$ cat src/rtl/multiport_reg_file.sv
// Multi-port register file: two prioritised write ports (port 1 wins), async reads,
// per-register busy scoreboard. Define RF_BYPASS_EN to forward same-cycle writes to reads.
module multiport_reg_file #(
  parameter int DATA_W   = 32,
  parameter int ADDR_W   = 5,
  parameter int ZERO_REG = 1
) (
  input  logic              clk,
  input  logic              rst,
  input  logic [ADDR_W-1:0] rd_reg1,
  input  logic [ADDR_W-1:0] rd_reg2,
  output logic [DATA_W-1:0] DAT1,
  output logic [DATA_W-1:0] DAT2,
  output logic              rd_busy1,
  output logic              rd_busy2,
  input  logic              reg_wr0,
  input  logic [ADDR_W-1:0] wr_reg0,
  input  logic [DATA_W-1:0] wr_data0,
  input  logic              reg_wr1,
  input  logic [ADDR_W-1:0] wr_reg1,
  input  logic [DATA_W-1:0] wr_data1,
  input  logic              issue,
  input  logic [ADDR_W-1:0] issue_reg,
  input  logic              flush
);

  localparam int   NUM_REGS = 1 << ADDR_W;
  localparam logic ZR       = (ZERO_REG != 0);

  logic [DATA_W-1:0]   mem_q [NUM_REGS];
  logic [NUM_REGS-1:0] busy_q;
  logic [NUM_REGS-1:0] busy_d;
  logic                we0;
  logic                we1;
  logic                iss_en;
  logic                fwd1_p0;
  logic                fwd1_p1;
  logic                fwd2_p0;
  logic                fwd2_p1;

  function automatic logic is_zero_idx(input logic [ADDR_W-1:0] idx);
    return ZR && (idx == '0);
  endfunction

  assign we0    = reg_wr0 && !is_zero_idx(wr_reg0);
  assign we1    = reg_wr1 && !is_zero_idx(wr_reg1);
  assign iss_en = issue && !is_zero_idx(issue_reg);

  // Scoreboard: writeback or flush clears, a new issue sets (younger producer wins)
  always_comb begin
    busy_d = busy_q;
    for (int r = 0; r < NUM_REGS; r++) begin
      if (flush || (reg_wr0 && (wr_reg0 == ADDR_W'(r))) || (reg_wr1 && (wr_reg1 == ADDR_W'(r))))
        busy_d[r] = 1'b0;
      if (iss_en && (issue_reg == ADDR_W'(r)))
        busy_d[r] = 1'b1;
    end
  end

  always_ff @(posedge clk or posedge rst) begin
    if (rst) begin
      busy_q <= '0;
    end else begin
      busy_q <= busy_d;
    end
  end

  // Write stage: port 1 is applied last so it overrides port 0 on a shared target
  always_ff @(posedge clk or posedge rst) begin
    if (rst) begin
      for (int i = 0; i < NUM_REGS; i++) mem_q[i] <= '0;
    end else begin
      if (we0) mem_q[wr_reg0] <= wr_data0;
      if (we1) mem_q[wr_reg1] <= wr_data1;
    end
  end

`ifdef RF_BYPASS_EN
  assign fwd1_p0 = !rst && reg_wr0 && (wr_reg0 == rd_reg1);
  assign fwd1_p1 = !rst && reg_wr1 && (wr_reg1 == rd_reg1);
  assign fwd2_p0 = !rst && reg_wr0 && (wr_reg0 == rd_reg2);
  assign fwd2_p1 = !rst && reg_wr1 && (wr_reg1 == rd_reg2);
`else
  assign fwd1_p0 = 1'b0;
  assign fwd1_p1 = 1'b0;
  assign fwd2_p0 = 1'b0;
  assign fwd2_p1 = 1'b0;
`endif

  // Read stage: zero register overrides everything, then forwarding, then array
  always_comb begin
    if (is_zero_idx(rd_reg1))  DAT1 = '0;
    else if (fwd1_p1)          DAT1 = wr_data1;
    else if (fwd1_p0)          DAT1 = wr_data0;
    else                       DAT1 = mem_q[rd_reg1];

    if (is_zero_idx(rd_reg2))  DAT2 = '0;
    else if (fwd2_p1)          DAT2 = wr_data1;
    else if (fwd2_p0)          DAT2 = wr_data0;
    else                       DAT2 = mem_q[rd_reg2];

    rd_busy1 = !is_zero_idx(rd_reg1) && !(fwd1_p0 || fwd1_p1) && busy_q[rd_reg1];
    rd_busy2 = !is_zero_idx(rd_reg2) && !(fwd2_p0 || fwd2_p1) && busy_q[rd_reg2];
  end

endmodule
$ cat config.mk
export PLATFORM = sky130hd
export DESIGN_NAME = multiport_reg_file
export DESIGN_NICKNAME = d
export VERILOG_FILES = /design/src/rtl/multiport_reg_file.sv
export SDC_FILE = /design/constraint.sdc
export NUM_CORES = 2
export LEC_CHECK = 0
export CAP_MARGIN = 0
export CELL_PAD_IN_SITES_DETAIL_PLACEMENT = 1
export CELL_PAD_IN_SITES_GLOBAL_PLACEMENT = 2
export CORE_ASPECT_RATIO = 1.1
export CORE_MARGIN = 2
export CORE_UTILIZATION = 45
export CTS_CLUSTER_SIZE = 30
export DETAILED_ROUTE_END_ITERATION = 8
export PLACE_DENSITY = 0.83
export RECOVER_POWER = 50
export SYNTH_ARGS = -nofsm -noshare
export SYNTH_HDL_FRONTEND = slang
export SYNTH_SLANG_ARGS = --single-unit
$ cat constraint.sdc
create_clock -name clk -period 96.6 [get_ports clk]
set_clock_uncertainty 0.05 [all_clocks]
set_input_delay 9.66 -clock clk [delete_from_list [all_inputs] [get_ports clk]]
set_output_delay 9.66 -clock clk [all_outputs]
set_load 0.005 [all_outputs]
# --- Word level (Yosys, flattened, before mapping) ---
# Index checks and enable logic that the tools add are counted.
totals:
  input_bits: 95
  register_bits: 1056
  elab_cells: 462
  output_inout_bits: 66
op_classes:
  n_bitwise: 4
  n_mux: 84
  reduce_logical: 209
  n_eq_ne: 93
  magnitude_cmp: 8
op_table:
  columns: ["op", "count"]
  rows:
  - ["bitwise mux 1024 bit", 2]
  - ["two-way mux 1024 bit", 2]
  - ["binary-select mux 32 bit (select 5 bit)", 2]
  - ["demux 32 bit (select 5 bit)", 2]
  - ["two-way mux 32 bit", 8]
  - ["== test 5 bit (second input constant)", 48]
  - ["== test 5 x 4 -> 1 bit (second input constant)", 24]
  - ["logical AND 1 bit", 103]
  - ["two-way mux 1 bit", 66]
  - ["logical OR 1 bit", 64]
  - ["nonzero test 2 bit", 32]
  - ["== test 5 x 3 -> 1 bit (second input constant)", 12]
  - ["== test 5 x 2 -> 1 bit (second input constant)", 6]
  - ["zero test 5 bit", 5]
  - ["greater-or-equal comparator 6 bit (second input constant)", 4]
  - ["NOT 5 -> 6 bit", 4]
  - ["== test 5 x 1 -> 1 bit (second input constant)", 3]
  - ["< comparator 5 x 6 -> 1 bit (second input constant)", 2]
  - ["< comparator 6 x 1 -> 1 bit (second input constant)", 2]
  - ["binary-select mux 1 bit (select 5 bit)", 2]
  - ["zero test 1 bit", 5]

# --- Depth between registers and ports, before layout ---
depth:
  word_depth: 9
  ltp_mapped: 8
  depth_no_buf: 4

# --- Least setup slack after synthesis ---
# OpenSTA, ideal clock, no wires.
synth_path:
  path_kind: "input -> output"
  start: "in rd_reg1[0]"
  end: "out DAT1[15]"
  path_buffers: 4
  path_stages: 7
  t_arrival_ns: 11.089
  slack_ns: 75.801
  required_ns: 86.890
  cell_sequence: "buf_2 -> buf_2 -> and2_1 -> clkbuf_1 -> clkbuf_1 -> a22oi_1 -> a311oi_1"
synth_between:
  elab_chain_len: 5
  word_cells_on_any_way: 6
  classes_between: "4 x mux; 1 x bitwise; 1 x reduce/logical"
synth_lines:
  columns: ["item", "line_no", "source"]
  rows:
  - ["start, declared", "10", "input logic [ADDR_W-1:0] rd_reg1,"]
  - ["NOT 5 -> 6 bit (implied by the code)", "95", "else DAT1 = mem_q[rd_reg1];"]
  - ["binary-select mux 32 bit (select 5 bit)", "95", null]
  - ["two-way mux 32 bit (implied by the code) (2 in series)", "95", null]
  - ["two-way mux 32 bit *", "92", "if (is_zero_idx(rd_reg1)) DAT1 = '0;"]
  - ["end, declared", "12", "output logic [DATA_W-1:0] DAT1,"]
# Every way passes the cells marked *; elsewhere a longest branch is shown, timed or not. The select of a mux whose other input is x is not followed.

# --- Worst setup path after layout ---
layout_path:
  start: "in rd_reg2[1]"
  end: "out DAT2[3]"
layout_between:
  elab_chain_len: 5
  word_cells_on_any_way: 6
  classes_between: "4 x mux; 1 x bitwise; 1 x reduce/logical"
layout_lines:
  columns: ["item", "line_no", "source"]
  rows:
  - ["start, declared", "11", "input logic [ADDR_W-1:0] rd_reg2,"]
  - ["NOT 5 -> 6 bit (implied by the code)", "100", "else DAT2 = mem_q[rd_reg2];"]
  - ["binary-select mux 32 bit (select 5 bit)", "100", null]
  - ["two-way mux 32 bit (implied by the code) (2 in series)", "100", null]
  - ["two-way mux 32 bit *", "97", "if (is_zero_idx(rd_reg2)) DAT2 = '0;"]
  - ["end, declared", "13", "output logic [DATA_W-1:0] DAT2,"]
# Marks and branches as above.

==> results.json <==
{
  "via_count": 54900,
  "multi_input_area_um2": 35900,
  "fp-row-count": 146,
  "final_cells": 7857,
  "synthXorXnorAreaFrac": 0,
  "n_fill_cell": 15200,
  "comb_power_share": 0.245,
  "final_layout_size_suffix_gt1_frac": 0.159,
  "grt_pass1_vias": 56000,
  "numPortBuffers": 160,
  "gr-total-overflow": 0,
  "die_w_um": 368,
  "status": "complete, but fails checks",
  "period_needed_ps": 24660,
  "synthSimpleGateAreaFrac": 0.0825,
  "required_ps": 86890,
  "ys_warn_count": 0,
  "holdCritPathClass": "flop to flop",
  "cpPeakStageDelay_ps": 910,
  "viasPerCell": 6.99,
  "irDropWorstVdd_mv": 0.0158,
  "antenna_found_initial": 17,
  "ys_ff_latch": 1056,
  "worstMarginPinSlew_ps": 8420,
  "p_int_mw": 1.02,
  "grt_usage": 0.382,
  "slew_headroom": -4.62,
  "p_sw_mw": 0.470,
  "dp.cells": 7626,
  "synthAdderAreaFrac": 0,
  "root_buffer": "clkbuf_16",
  "drtAntennaViolNets": 0,
  "cp-end-kind": "output port",
  "grt_max_degree": 151,
  "min_period_over_period": 0.255,
  "drc": 0,
  "crit_slowest_cell": "a311oi_1",
  "firstDrtPassIters": 5,
  "fin_util": 0.497,
  "place_congestion": 0.876,
  "synth_cells": 6140,
  "clockBufferDepth": 3,
  "setup_viol": 0,
  "final_nets": 5920,
  "grt_pass1_wl_um": 411000,
  "path_clk_slew_ps": 60,
  "maxSlewViolCount": 1667,
  "arrival_ps": 14950,
  "syn_area_per_cell_um2": 10.7,
  "cpMostUsedCell": "buf_4",
  "violations": "max-capacitance violations, max-slew violations",
  "syn_area_um2": 65400,
  "finalSetupTns_ps": 0,
  "p_per_area_nw_per_um2": 20.8,
  "hold_violations": 0,
  "synthDistinctLibCells": 49,
  "cts_resized": 0,
  "worstSkewPairLatency_ps": 780,
  "final_common_cell": "mux2i_1",
  "p_sw_frac": 0.315,
  "regArea_um2": 26400,
  "synth-edff-count": 0,
  "dieArea_um2": 148000,
  "rsz0062_at_grt": "false",
  "cp_cell_sequence": "buf_8 -> buf_4 -> buf_4 -> buf_4 -> mux4_2 -> nor2b_1 -> a211oi_1 -> a311oi_1 -> clkdlybuf4s50_1",
  "synth_compound_area_frac": 0.120,
  "area_growth_pct": 9.50,
  "seqPwrFrac": 0.434,
  "synthFlopType": "dfrtp_1",
  "critPathKind": "primary input to output port",
  "synthMuxAreaShare": 0.342,
  "syn_nets": 6235,
  "synth_top_family_by_area": "multiplexers",
  "finalHoldWorstSlack_ps": 346,
  "wirelength_um": 285000,
  "clkPwrFrac": 0.320,
  "wire_per_inst_um": 36.3,
  "layout_common_cells": "mux2i_1 (1,122), dfrtp_1 (1,056), nor2_1 (554)",
  "dp_hpwl_um": 163000,
  "die_h_um": 404,
  "p_leak_nw": 29.4,
  "cp_max_fo": 61,
  "async_reset_ff_frac": 1.00,
  "yosysSeqAreaShare": 0.404,
  "cts_tree": "yes",
  "ctsHoldBuffers": 0,
  "ios": 161,
  "cts_setup_buffers": 0,
  "first_iter_violations": 7018,
  "max_freq_mhz": 40.6,
  "clock-sinks": 1056,
  "cap_viol_max_count": 45,
  "core_um2": 144000,
  "start_kind": "primary input",
  "start_util": 0.454,
  "cts_buffers": 121,
  "htreeDepth": 3
}
## metrics by stage
step | worst slack, ps | cell area [µm²] | total power [mW]
4_1_cts | 71900 | 71900 | 1.49
6_report | 71940 | 71600 | 1.49
5_1_grt | 71340 | 71600 | 1.55
2_1_floorplan | 57170 | 65400 | 0.888
3_3_place_gp | 72020 | 67900 | 0.988
3_5_place_dp | 71910 | 67900 | 1.01
## routing by layer
layer,global-route usage,wire length [µm],up-vias
li1,-,-,21800
met1,0.521,113000,28900
met2,0.569,126000,3307
met3,0.0886,30200,802
met4,0.194,15600,14
met5,0,89,-
## cell type report
type | count | area share
Clock buffer | 183 | 0.0510
Tap cell | 1924 | 0.0336
Inverter | 5 | 0.000349
Antenna cell | 11 | 0.000384
Timing Repair Buffer | 329 | 0.0393
Sequential cell | 1056 | 0.369
Clock inverter | 37 | 0.00508
Multi-Input combinational cell | 4312 | 0.501
## worst paths after layout
kind                              from          end  slack [ps]  cells past startpoint
min reg2reg                mem_q[1007]  mem_q[1007]         350                      0
max                         rd_reg2[1]      DAT2[3]       71940                      9
min in group asynchronous          rst   mem_q[551]       10580                      2
max reg2reg                  busy_q[3]    busy_q[3]       95350                      2
max in group asynchronous          rst   mem_q[261]       73510                      4
min                        mem_q[1007]  mem_q[1007]         350                      0
## power by group through the flow
stage	combinational [mW]	clock (mW)	sequential [mW]
final	0.366	0.478	0.648
after global routing	0.394	0.498	0.661
after CTS	0.364	0.480	0.644
after detailed placement	0.363	0	0.650
after global placement	0.347	0	0.640
after floorplan	0.270	0	0.618
## state kept, by name, indices dropped and copies added, names as in the netlist
| signal | flops |
|---|---|
| busy_q | 32 |
| mem_q | 1024 |
## critical path: cells and delay by family
| kind | cells | cell delay, ps |
|---|---|---|
| and+or+nand+nor | 1 | 140 |
| AOI/OAI and AO/OA | 2 | 990 |
| muxes | 1 | 360 |
| buffers and inverters | 5 | 3580 |
## cell usage after synthesis (76+ instances only)
cell type  instances  area (µm²)
nand2_1          504        1890
nor2b_1           76         475
mux4_2           462       10400
mux2i_1         1122       11200
o21ai_0          523        2620
a21oi_1          544        2720
clkbuf_1         509        1910
buf_2            167         836
nor2_1           566        2120
dfrtp_1         1056       26400
## kinds of logic (layout without fill, tap and decap cells)
group,count (synthesis),in the layout
simple gates,1260,1260
buf+inv,772,554
mux,1650,1650
other cells,0,11
compound gates,1402,1402
flops,1056,1056
Power figures use the tool's default switching activity.
